===== config.mk =====
export PLATFORM = sky130hd
export DESIGN_NAME = dmem_ctrl
export DESIGN_NICKNAME = d
export VERILOG_FILES = /design/src/rtl/dmem_ctrl.sv
export SDC_FILE = /design/constraint.sdc
export NUM_CORES = 1
export LEC_CHECK = 0
export BUFFER_PORTS_ARGS = -buffer_cell sky130_fd_sc_hd__buf_2
export CAP_MARGIN = 20
export CORE_MARGIN = 2
export CORE_UTILIZATION = 40
export CTS_BUF_LIST = sky130_fd_sc_hd__clkbuf_16
export DETAILED_ROUTE_END_ITERATION = 12
export GPL_TIMING_DRIVEN = 0
export PLACE_DENSITY_LB_ADDON = 0.12
export SLEW_MARGIN = 25
export SYNTH_ARGS = -nofsm -noshare
export SYNTH_HDL_FRONTEND = slang
export SYNTH_SLANG_ARGS = --single-unit
export TNS_END_PERCENT = 100

===== constraint.sdc =====
create_clock -name clk -period 2.05 [get_ports clk]
set_input_delay 0.3075 -clock clk [delete_from_list [all_inputs] [get_ports clk]]
set_output_delay 0.3075 -clock clk [all_outputs]
set_load 0.02 [all_outputs]

===== src/rtl/dmem_ctrl.sv =====
// MEM-stage data-memory controller: sequences one load/store at a time onto a
// request/ready/rvalid bus, stalls the pipeline meanwhile, and formats load data.
module dmem_ctrl #(
  parameter int TIMEOUT_CYC = 255
) (
  input  logic        clk,
  input  logic        rst,
  input  logic        ex_mem_rd,
  input  logic        ex_mem_wr,
  input  logic [31:0] ex_mem_addr,
  input  logic [31:0] ex_mem_wdata,
  input  logic [1:0]  ex_mem_size,
  input  logic        ex_mem_unsigned,
  output logic        bus_req,
  output logic        bus_we,
  output logic [31:0] bus_addr,
  output logic [31:0] bus_wdata,
  output logic [3:0]  bus_wstrb,
  input  logic        bus_ready,
  input  logic        bus_rvalid,
  input  logic [31:0] bus_rdata,
  output logic        mem_stall,
  output logic [31:0] mem_load_data,
  output logic        mem_load_valid,
  output logic        mem_misaligned,
  output logic        mem_bus_err
);

  localparam logic [1:0] IDLE = 2'd0;
  localparam logic [1:0] REQ  = 2'd1;
  localparam logic [1:0] RESP = 2'd2;
  localparam logic [7:0] LAST = 8'(TIMEOUT_CYC - 1);

  logic [1:0]  state;
  logic [7:0]  cnt;
  logic [1:0]  lo_r;
  logic [1:0]  size_r;
  logic        uns_r;
  logic        mis_raw;
  logic        acc;
  logic        hs;
  logic        tmo;
  logic [3:0]  strb_n;
  logic [31:0] wdata_n;

  // Shift the addressed lane down, then sign- or zero-extend to 32 bits.
  function automatic logic [31:0] fmt_load(input logic [31:0] rdata, input logic [1:0] lo,
                                           input logic [1:0] size, input logic uns);
    logic [31:0]        sh;
    logic signed [7:0]  b;
    logic signed [15:0] h;
    logic signed [31:0] ext;
    sh = rdata >> {lo, 3'b000};
    b  = sh[7:0];
    h  = sh[15:0];
    case (size)
      2'd0: begin
        ext = b;
        fmt_load = uns ? {24'd0, sh[7:0]} : ext;
      end
      2'd1: begin
        ext = h;
        fmt_load = uns ? {16'd0, sh[15:0]} : ext;
      end
      default: fmt_load = sh;
    endcase
  endfunction

  always_comb begin
    mis_raw = ((ex_mem_size == 2'd1) && ex_mem_addr[0]) ||
              (ex_mem_size[1] && (ex_mem_addr[1:0] != 2'b00));
    acc     = (ex_mem_rd || ex_mem_wr) && !mis_raw;
    hs      = ((state == REQ) && bus_ready) || ((state == RESP) && bus_rvalid);
    tmo     = ((state == REQ) || (state == RESP)) && (cnt == LAST) && !hs;
    mem_misaligned = rst && (state == IDLE) && (ex_mem_rd || ex_mem_wr) && mis_raw;
    mem_stall = 1'b0;
    if (rst) begin
      case (state)
        IDLE:    mem_stall = acc;
        REQ:     mem_stall = !(bus_ready && bus_we) && !tmo;
        RESP:    mem_stall = !bus_rvalid && !tmo;
        default: mem_stall = 1'b0;
      endcase
    end
  end

  always_comb begin
    case (ex_mem_size)
      2'd0: begin
        strb_n  = 4'b0001 << ex_mem_addr[1:0];
        wdata_n = {4{ex_mem_wdata[7:0]}};
      end
      2'd1: begin
        strb_n  = 4'b0011 << ex_mem_addr[1:0];
        wdata_n = {2{ex_mem_wdata[15:0]}};
      end
      default: begin
        strb_n  = 4'b1111;
        wdata_n = ex_mem_wdata;
      end
    endcase
  end

  assign bus_req = (state == REQ);

  always_ff @(posedge clk) begin
    if (!rst) begin
      state          <= IDLE;
      cnt            <= 8'd0;
      lo_r           <= 2'd0;
      size_r         <= 2'd0;
      uns_r          <= 1'b0;
      bus_we         <= 1'b0;
      bus_addr       <= 32'd0;
      bus_wdata      <= 32'd0;
      bus_wstrb      <= 4'd0;
      mem_load_data  <= 32'd0;
      mem_load_valid <= 1'b0;
      mem_bus_err    <= 1'b0;
    end else begin
      mem_load_valid <= 1'b0;
      mem_bus_err    <= 1'b0;
      case (state)
        IDLE: begin
          if (acc) begin
            // A simultaneous rd+wr is treated as a load; the store is dropped.
            state     <= REQ;
            cnt       <= 8'd0;
            lo_r      <= ex_mem_addr[1:0];
            size_r    <= ex_mem_size;
            uns_r     <= ex_mem_unsigned;
            bus_we    <= !ex_mem_rd;
            bus_addr  <= {ex_mem_addr[31:2], 2'b00};
            bus_wdata <= wdata_n;
            bus_wstrb <= ex_mem_rd ? 4'd0 : strb_n;
          end
        end
        REQ: begin
          cnt <= cnt + 8'd1;
          if (bus_ready) begin
            state <= bus_we ? IDLE : RESP;
          end else if (tmo) begin
            state       <= IDLE;
            mem_bus_err <= 1'b1;
          end
        end
        RESP: begin
          cnt <= cnt + 8'd1;
          if (bus_rvalid) begin
            state          <= IDLE;
            mem_load_data  <= fmt_load(bus_rdata, lo_r, size_r, uns_r);
            mem_load_valid <= 1'b1;
          end else if (tmo) begin
            state       <= IDLE;
            mem_bus_err <= 1'b1;
          end
        end
        default: state <= IDLE;
      endcase
    end
  end

endmodule


==> results by group, run 1 <==
Setup path
  • Worst path cell trace: buf_4, ha_2, a21bo_4, a31oi_4, o31ai_2, a21oi_1, buf_4
  • CP Capture Type: output port
  • CP max FO: 7
  • Worst path slowest cell: dfxtp_2
  • Most common cell on crit path: buf_4
  • Req. time, crit path: 1740 ps
  • Max stage delay on crit path: 330 ps
  • Critical Path Start Type: register
  • CP Class: reg2out
  • Worst EP arrival: 1890 ps

Floorplanning
  • Rows: 42
  • Die area: 14700 sq um
  • Core area: 13300 sq um
  • I/O pin count: 211
  • Die span in x: 121 um
  • Chip height: 121 um
  • Initial core utilization: 0.412

Drt
  • Final WL: 17800 um
  • Drt initial violations: 250
  • Residual DRC count: 0
  • DR vias/cell: 5.24
  • Via count: 5642
  • DRT Pass-1 Iters: 5
  • Drt wl/cell: 16.5 um
  • Post-route ant nets: 0

Status
  • Status: finished, violations left
  • Violations in the final reports: negative setup slack

Flow run
  • Maxcap violations: 0

Layout
  • Final net count: 1002
  • Post-Layout Cell Count: 1076
  • Final core utilization: 0.549
  • Ant diodes: 0
  • Proportion of layout cells with a drive suffix above 1: 0.319
  • Commonest non-fill, non-tap cell in the layout: buf_2
  • Most frequent cells in the layout: 223 x buf_2, 171 x nand2_1, 114 x dfxtp_1
  • Area Growth Syn to Fin: 33.3%

Clocking
  • CTS Buf Count: 17
  • Clk root buf: clkbuf_16
  • CTS HTree Levels: 4
  • Clk pin slew, worst setup/hold paths: 50 ps
  • Clock latency on the worst-skew pair: 410 ps
  • Clk buf depth: 2
  • Clock sinks: 116
  • Hold Buf Count CTS: 0
  • CTS tree: yes

Pwr
  • Max rail drop VDD: 0.465 mV
  • Power density over the cells: 869 nW/um^2
  • Pleak: 0.00347 uW

GRT
  • First-pass GRT wire length: 27800 um
  • Initial antenna violation count: 0
  • Gr usage total: 0.242
  • Grt ovf: 0
  • Largest net degree at the start of global routing: 17
  • Vias in the first global route: 5603

Synth
  • Yosys warning count: 0
  • Register area share after synthesis: 0.422
  • Flops & latches, synth: 116
  • Cells after Synth: 663
  • Mapped Avg Cell Area: 8.30 sq um
  • Synthesized area: 5500 sq um
  • Distinct cells, synth: 49

STA
  • Max Freq: 456 MHz
  • Final count of pins violating max slew: 0
  • Final Hold Vio Count: 0
  • Fin Setup TNS: -144 ps
  • PnR worst setup slack: -144 ps
  • Worst slew pin tran: 525 ps
  • Final period util: 1.07
  • Clock skew: 5.60 ps
  • Max-slew headroom: 0.650
  • RSZ-0062 raised after global routing: true
  • Final min period: 2190 ps
  • WHS: 138 ps
  • Final number of setup-violating endpoints: 1

Placement
  • IO buf count: 207
  • Placer Congestion: 0.899
  • Worst slack, placed: -368 ps
  • Hpwl dp: 13500 um
  • Placed Cells: 1047

Worst hold path
  • Hold crit path type: in2reg
[critical path, delay by kind of cell (launching register included)]
| kind | cells | cell delay [ps] |
|---|---|---|
| flip-flops | 1 | 330 |
| buffers and inverters | 2 | 310 |
| AO/OA/AOI/OAI | 4 | 640 |
| adder cells (fa/ha/maj) | 1 | 210 |
[synthesized netlist by cell type (all sizes together)]
cell type / number / share of area
nor3b: 2 / 0.0027
conb: 1 / 0.00068
inv: 11 / 0.0075
o211ai: 10 / 0.014
ha: 6 / 0.014
o21ai: 48 / 0.044
nand2b: 2 / 0.0023
o22ai: 2 / 0.0023
nand2: 172 / 0.12
o311ai: 1 / 0.0030
nor3: 2 / 0.0018
buf: 27 / 0.029
or2: 1 / 0.0011
clkbuf: 27 / 0.018
mux2: 11 / 0.023
and2: 1 / 0.0011
o211a: 18 / 0.033
or3b: 3 / 0.0048
or3: 1 / 0.0011
mux4: 1 / 0.0041
a31oi: 1 / 0.0011
dfxtp: 116 / 0.42
a21boi: 64 / 0.087
a21bo: 1 / 0.0018
nor2b: 5 / 0.0057
o21a: 3 / 0.0041
a21oi: 47 / 0.043
or4b: 1 / 0.0018
o221ai: 1 / 0.0016
mux2i: 30 / 0.055
nor4: 1 / 0.0011
nor2: 9 / 0.0061
nand3: 17 / 0.015
o2bb2ai: 7 / 0.011
and3: 2 / 0.0023
nand3b: 2 / 0.0027
o311a: 1 / 0.0018
a32o: 2 / 0.0036
nand4: 3 / 0.0034
or4: 1 / 0.0014
o31ai: 2 / 0.0027
[power by group]
part | internal (uW) | switching [uW]
logic | 504 | 816
clock network | 1600 | 968
registers | 2410 | 80.1
[sequential cells by signal (all words and copies together) (netlist names)]
register	count
bus_addr	30
bus_wdata	32
bus_we	1
bus_wstrb	4
cnt	8
lo_r	2
mem_bus_err	1
mem_load_data	32
mem_load_valid	1
size_r	2
state	2
uns_r	1
[per-stage QoR]
stage          total power (uW)  instance area (sq um)
2_1_floorplan              3330                   5510
3_3_place_gp               3780                   6760
3_5_place_dp               3810                   6760
4_1_cts                    6410                   7310
5_1_grt                    6670                   7330
6_report                   6370                   7330
[metal layers]
layer,routed length [um],global-route usage
met1,7320,0.275
met2,8630,0.423
met3,1300,0.0620
met4,512,0.114
met5,0,0
[what timing repair did]
action	4_1_cts	5_1_grt
resized for setup	10	7
setup endpoints to repair	4	2
setup buffers	3	0
pin swaps	1	2
[final cells by class]
class | count | area (sq um)
buffer | 52 | 263
clock inverter | 11 | 73.8
multi-input combinational | 483 | 2920
timing repair buffer | 210 | 1060
clock buffer | 17 | 425
sequential | 116 | 2320
inverter | 11 | 41.3
fill | 1284 | 6010
tap | 176 | 220
[cells by family (layout without fill, tap and decap cells)]
logic type,Yosys count,count (layout),synth area share
muxes,42,42,0.0812
and+or+nand+nor,225,225,0.174
AOI/OAI and AO/OA,208,208,0.254
DFF,116,116,0.422
adders and majority gates,6,6,0.0136
buffers and inverters,65,301,0.0546
other,1,2,0.000682
[final timing paths]
path,to,from,slack (ps),cells past startpoint
setup / recovery,mem_stall,state[1],-140,7
hold / removal,bus_addr[4],ex_mem_addr[4],140,3
setup reg to reg,state[1],state[1],190,6
hold reg to reg,bus_wstrb[1],bus_wstrb[1],450,2
Note: power is estimated with default switching activity, not from simulation.
==> run 2: changes to the inputs <==
--- a/config.mk
+++ b/config.mk
@@ -13,6 +13,7 @@
 export DETAILED_ROUTE_END_ITERATION = 12
 export GPL_TIMING_DRIVEN = 0
 export PLACE_DENSITY_LB_ADDON = 0.12
+export REMOVE_ABC_BUFFERS = 1
 export SLEW_MARGIN = 25
 export SYNTH_ARGS = -nofsm -noshare
 export SYNTH_HDL_FRONTEND = slang
==> run 2 against run 1 <==
The flow still finishes with violations (negative setup slack); first-iteration DRC count grew 18%; clock power shrank 5%; register-to-register slack lost 80 ps; global-route usage shrank 3.0 points; final cell count shrank 3.9%; critical path depth is the same; sequential share of layout area grew 0.40 points; critical path type unchanged; critical endpoint unchanged.
==> results by group, run 2 (synthesis results as in run 1) <==
Setup path
  • CP Class: reg2out
  • Max stage delay on crit path: 330 ps (about the same)
  • CP top delay family: compound AO/OA/AOI/OAI gates
  • Worst path slowest cell: dfxtp_2
  • Worst path bufs/invs: 2 (unchanged)
  • CP Capture Type: output port
  • Worst path cell trace: inv_2, ha_4, a21bo_4, a31oi_4, o31ai_2, a21oi_1, buf_4
  • CP max FO: 2 (-5)
  • Req. time, crit path: 1740 ps (about the same)
  • Worst EP arrival: 1820 ps (-70 ps)
  • Critical Path Start Type: register

STA
  • Clock skew: 5.11 ps (-0.485 ps)
  • Worst slew pin tran: 696 ps (+171 ps)
  • Final count of pins violating max slew: 0 (unchanged)
  • PnR worst setup slack: -76.3 ps (+67.6 ps)
  • Final period util: 1.04 (-0.0330)
  • WHS: 148 ps (+9.86 ps)
  • Final min period: 2130 ps (-67.6 ps)
  • RSZ-0062 raised after global routing: true
  • Final Hold Vio Count: 0 (unchanged)
  • Final number of setup-violating endpoints: 1 (unchanged)
  • Max-slew headroom: 0.534 (-0.116)
  • Max Freq: 470 MHz (+3.2%)

Layout
  • Post-Layout Cell Count: 1034 (-3.9%)
  • Ant diodes: 0 (unchanged)
  • Largest registers: bus_wdata x32, mem_load_data x32, bus_addr x30
  • Area Growth Syn to Fin: 31.8%
  • Design Area, Final: 7250 sq um (-1.1%)
  • Fillers: 1317 (+2.6%)
  • Most frequent cells in the layout: 205 x buf_2, 169 x nand2_1, 113 x dfxtp_1
  • Commonest non-fill, non-tap cell in the layout: buf_2
  • Final net count: 958 (-4.4%)
  • Proportion of layout cells with a drive suffix above 1: 0.330 (+0.0109)

Clocking
  • Clk root buf: clkbuf_16
  • CTS HTree Levels: 4 (unchanged)
  • Clk buf depth: 2 (unchanged)
  • CTS tree: yes
  • Clock sinks: 116 (unchanged)
  • Clk pin slew, worst setup/hold paths: 50 ps (about the same)
  • CTS Buf Count: 17 (unchanged)
  • Clock latency on the worst-skew pair: 400 ps (about the same)

GRT
  • Largest net degree at the start of global routing: 81 (+64)
  • Initial antenna violation count: 0 (unchanged)
  • Gr usage total: 0.212 (-0.0299)
  • Vias in the first global route: 4913 (-12%)
  • First-pass GRT wire length: 24600 um (-11%)
  • Grt ovf: 0 (unchanged)

Placement
  • IO buf count: 208 (+0.48%)
  • Post-DP Area: 6620 sq um (-2.1%)
  • Hpwl dp: 10600 um (-21%)
  • Worst slack, placed: -532 ps (-164 ps)
  • Placed Cells: 998 (-4.7%)
  • Placer Congestion: 0.811 (-9.8%)

Floorplanning
  • Die area: 14700 sq um (unchanged)
  • Rows: 42 (unchanged)
  • Core area: 13300 sq um (unchanged)
  • I/O pin count: 211 (unchanged)
  • Chip height: 121 um (unchanged)
  • Die span in x: 121 um (unchanged)
  • Initial core utilization: 0.412 (unchanged)

Drt
  • Via count: 5302 (-6.0%)
  • DR vias/cell: 5.13 (-2.2%)
  • Final WL: 15700 um (-12%)
  • Residual DRC count: 0 (unchanged)
  • Drt wl/cell: 15.2 um (-8.2%)
  • Drt initial violations: 294 (+18%)
  • DRT Pass-1 Iters: 4 (-1)
  • Post-route ant nets: 0 (unchanged)

Status
  • Violations in the final reports: negative setup slack
  • Status: finished, violations left

Flow run
  • Maxcap violations: 0 (unchanged)

Pwr
  • Power density over the cells: 856 nW/um^2 (-1.6%)
  • Pleak: 0.00339 uW (-2.3%)
  • Max rail drop VDD: 0.415 mV (-11%)
  • Final Power: 6210 uW (-2.6%)

Worst hold path
  • Hold crit path type: in2reg
==> run 2: stage by stage <==
stage                     TNS, ps  utilization
after global routing         -176        0.543
after global placement    -200040        0.488
final                       -76.3        0.543
after floorplan            -49840            -
after CTS                   -94.5        0.542
after detailed placement   -24610        0.496
==> run 2: power breakdown <==
| part | switching, uW | internal (uW) | total (uW) |
|---|---|---|---|
| logic | 773 | 497 | 1270 |
| registers | 99.1 | 2410 | 2510 |
| clock network | 952 | 1480 | 2430 |
| total | 1820 | 4380 | 6210 |
==> run 2: cell type report <==
| class | instances | area (sq um) | area share |
|---|---|---|---|
| clock buffer | 17 | 425 | 0.0587 |
| clock inverter | 13 | 56.3 | 0.00776 |
| inverter | 11 | 45.0 | 0.00621 |
| multi-input combinational | 484 | 3000 | 0.414 |
| sequential | 116 | 2330 | 0.321 |
| tap | 176 | 220 | 0.0304 |
| timing repair buffer | 217 | 1180 | 0.162 |
==> run 2: repair_timing <==
| action | 4_1_cts | 5_1_grt |
|---|---|---|
| setup endpoints to repair | 31 | 17 |
| buffers inserted | 5 | 0 |
| hold buffers | 0 | 0 |
| pin swaps | 4 | 0 |
| endpoints found under the hold margin | 0 | 0 |
| gates cloned | 1 | 0 |
| gates resized for setup | 24 | 3 |
==> run 2: worst paths after layout <==
path,start,end,slack (ps),cells after the start
worst max-delay path,state[0],mem_stall,-80,7
worst min-delay path,ex_mem_addr[4],bus_addr[4],150,3
worst max register to register,lo_r[0],mem_load_data[16],110,4
worst min register to register,bus_wdata[28],bus_wdata[28],460,2
==> run 2: metal layers <==
metal	part of all wire	track usage
met2	0.49	0.357
met3	0.056	0.0475
met4	0.019	0.0783
met1	0.43	0.266
met5	0	0
==> run 2: tightest hold or removal path, delay by kind of cell <==
family / cells / cell delay, ps
buf+inv: 1 / 100
compound gates: 1 / 50
simple gates: 1 / 40
==> run 3: changes to the inputs <==
==> constraint.sdc (replaced) <==
create_clock -name clk -period 2.4 [get_ports clk]
set_input_delay 0.36 -clock clk [delete_from_list [all_inputs] [get_ports clk]]
set_output_delay 0.36 -clock clk [all_outputs]
set_load 0.02 [all_outputs]
==> run 3 against run 2 <==
The flow now finishes without violations; sequential share of layout area grew 0.31 points; die area is the same; utilization shrank 0.57 points; register-to-register slack gained 140 ps; setup slack gained 190 ps; global-route usage shrank 0.22 points; sequential power shrank 15%; wire length grew 0.10%.
==> results by group, run 3 (synthesis results as in run 1) <==
GRT
  • First-pass GRT wire length: 24400 um (-1.0%)
  • Most used routing layer: met2
  • Largest net degree at the start of global routing: 81 (unchanged)
  • Initial antenna violation count: 0 (unchanged)
  • Met2 GRT Util: 0.353 (-0.00351)
  • Vias in the first global route: 4852 (-1.2%)
  • Grt ovf: 0 (unchanged)
  • M1 GR Usage: 0.265 (-0.00104)
  • Grt met3 use: 0.0442 (-0.00329)
  • Gr usage total: 0.210 (-0.00223)

Setup path
  • CP Class: reg2out
  • Worst path bufs/invs: 2 (unchanged)
  • CP Capture Type: output port
  • Worst path slowest cell: dfxtp_2
  • Worst path cell trace: inv_1, ha_4, a21bo_2, a31oi_2, o31ai_2, a21oi_1, buf_4
  • Critical Path Start Type: register
  • CP max FO: 5 (+3)
  • Max stage delay on crit path: 360 ps (+30 ps)
  • Worst EP arrival: 1920 ps (+100 ps)
  • Req. time, crit path: 2040 ps (+300 ps)
  • CP top delay family: compound AO/OA/AOI/OAI gates

Drt
  • Residual DRC count: 0 (unchanged)
  • Final WL: 15700 um (+0.10%)
  • DR vias/cell: 5.12 (-0.11%)
  • Post-route ant nets: 0 (unchanged)
  • Drt wl/cell: 15.2 um (+0.39%)
  • DRT Pass-1 Iters: 4 (unchanged)
  • Drt initial violations: 335 (+14%)
  • Via count: 5281 (-0.40%)

Clocking
  • Clk pin slew, worst setup/hold paths: 50 ps (about the same)
  • Clock latency on the worst-skew pair: 400 ps (about the same)
  • Clk root buf: clkbuf_16
  • Clock sinks: 116 (unchanged)
  • CTS HTree Levels: 4 (unchanged)
  • CTS tree: yes
  • CTS Buf Count: 17 (unchanged)
  • Hold Buf Count CTS: 0 (unchanged)
  • Clk buf depth: 2 (unchanged)

Placement
  • Placer Congestion: 0.811 (unchanged)
  • Hpwl dp: 10600 um (unchanged)
  • Placed Cells: 998 (unchanged)
  • Worst slack, placed: -287 ps (+245 ps)
  • IO buf count: 208 (unchanged)

Layout
  • Proportion of layout cells with a drive suffix above 1: 0.318 (-0.0117)
  • Final net count: 955 (-0.31%)
  • Largest registers: bus_wdata x32, mem_load_data x32, bus_addr x30
  • Post-Layout Cell Count: 1031 (-0.29%)
  • Most frequent cells in the layout: 205 x buf_2, 171 x nand2_1, 113 x dfxtp_1
  • Area Growth Syn to Fin: 30.5%
  • Fillers: 1325 (+0.61%)
  • Final core utilization: 0.538 (-0.00572)
  • Ant diodes: 0 (unchanged)
  • Multi-input gate area: 2950 sq um (-1.6%)
  • FF/Latch Area: 2330 sq um (-0.11%)
  • Commonest non-fill, non-tap cell in the layout: buf_2

STA
  • Clock skew: 4.95 ps (-0.167 ps)
  • Worst slew pin tran: 915 ps (+220 ps)
  • Final period util: 0.951
  • Final min period: 2280 ps
  • Max-slew headroom: 0.388 (-0.146)
  • Max Freq: 438 MHz
  • Final Hold Vio Count: 0 (unchanged)
  • PnR worst setup slack: 118 ps (+195 ps)
  • Final count of pins violating max slew: 0 (unchanged)
  • Final number of setup-violating endpoints: 0 (-1)

Status
  • Status: finished, final reports clean

Pwr
  • Clock network power share: 0.393 (+0.002)
  • Max rail drop VDD: 0.356 mV (-14%)
  • Pleak: 0.00337 uW (-0.58%)
  • Net switching power: 1550 uW (-15%)
  • Internal Power: 3730 uW (-15%)
  • Power density over the cells: 736 nW/um^2 (-14%)
  • Gate power share: 0.201 (-0.004)
  • Sequential power share: 0.406 (+0.002)
  • Net Sw Frac: 0.294 (-0.000374)

Floorplanning
  • Die area: 14700 sq um (unchanged)
  • Rows: 42 (unchanged)
  • I/O pin count: 211 (unchanged)
  • Core area: 13300 sq um (unchanged)
  • Die span in x: 121 um (unchanged)
  • Initial core utilization: 0.412 (unchanged)
  • Chip height: 121 um (unchanged)

Worst hold path
  • Hold crit path type: in2reg

Flow run
  • Maxcap violations: 0 (unchanged)
-- run 3: changes by cell type in the layout (fill, tap and decap cells not counted), moves of 2 or more --
cell	previous run	this run
buf_4	8	5
nand2_2	2	0
inv_2	2	0
nand2_1	169	171
inv_1	12	15
-- run 3: final timing paths --
path / to / cells after the start / slack, ps / from
worst max-delay path: mem_stall / 7 / 120 / state[0]
worst min-delay path: bus_addr[4] / 3 / 200 / ex_mem_addr[4]
worst max register to register: mem_load_data[16] / 4 / 250 / lo_r[0]
worst min register to register: bus_wdata[28] / 2 / 460 / bus_wdata[28]
-- run 3: power by group through the flow --
stage               clock network [uW]  registers, uW  logic (uW)
floorplan                            0           2310         457
global placement                     0           2170         983
detailed placement                   0           2180        1030
CTS                               2120           2140        1060
global route                      2200           2160        1170
finish                            2070           2140        1060
-- run 3: layout make-up --
| class | count | area share |
|---|---|---|
| Clock buffer | 17 | 0.0593 |
| Clock inverter | 13 | 0.00785 |
| Inverter | 11 | 0.00575 |
| Multi-Input combinational cell | 484 | 0.412 |
| Sequential cell | 116 | 0.324 |
| Tap cell | 176 | 0.0307 |
| Timing Repair Buffer | 214 | 0.161 |
-- run 3: per-stage QoR --
stage	area, sq um	total power (uW)	hold WS (ps)	TNS [ps]
after global routing	7180	5530	203	-11.0
after detailed placement	6620	3210	454	-1250
after floorplan	5250	2770	456	-23290
final	7180	5280	199	0
after CTS	7140	5320	182	0
after global placement	6510	3160	438	-166440
-- run 3: metal layers --
metal | vias up | share of wire
met1 | 2453 | 0.44
met3 | 20 | 0.052
met4 | 0 | 0.019
met5 | - | 0
met2 | 151 | 0.49
li1 | 2657 | -
-- run 3: timing repair --
item                                    4_1_cts  5_1_grt
gates cloned                                  1        0
buffers inserted                              1        1
pin swaps                                     2        2
endpoints found under the setup margin        1        4
gates resized for setup                       8        6
-- run 3: worst register-to-register path: stages (launching register included) --
cell	delay [ps]
dfxtp_2	790
mux2_2	440
mux4_2	480
nand2_4	200
a21oi_1	110
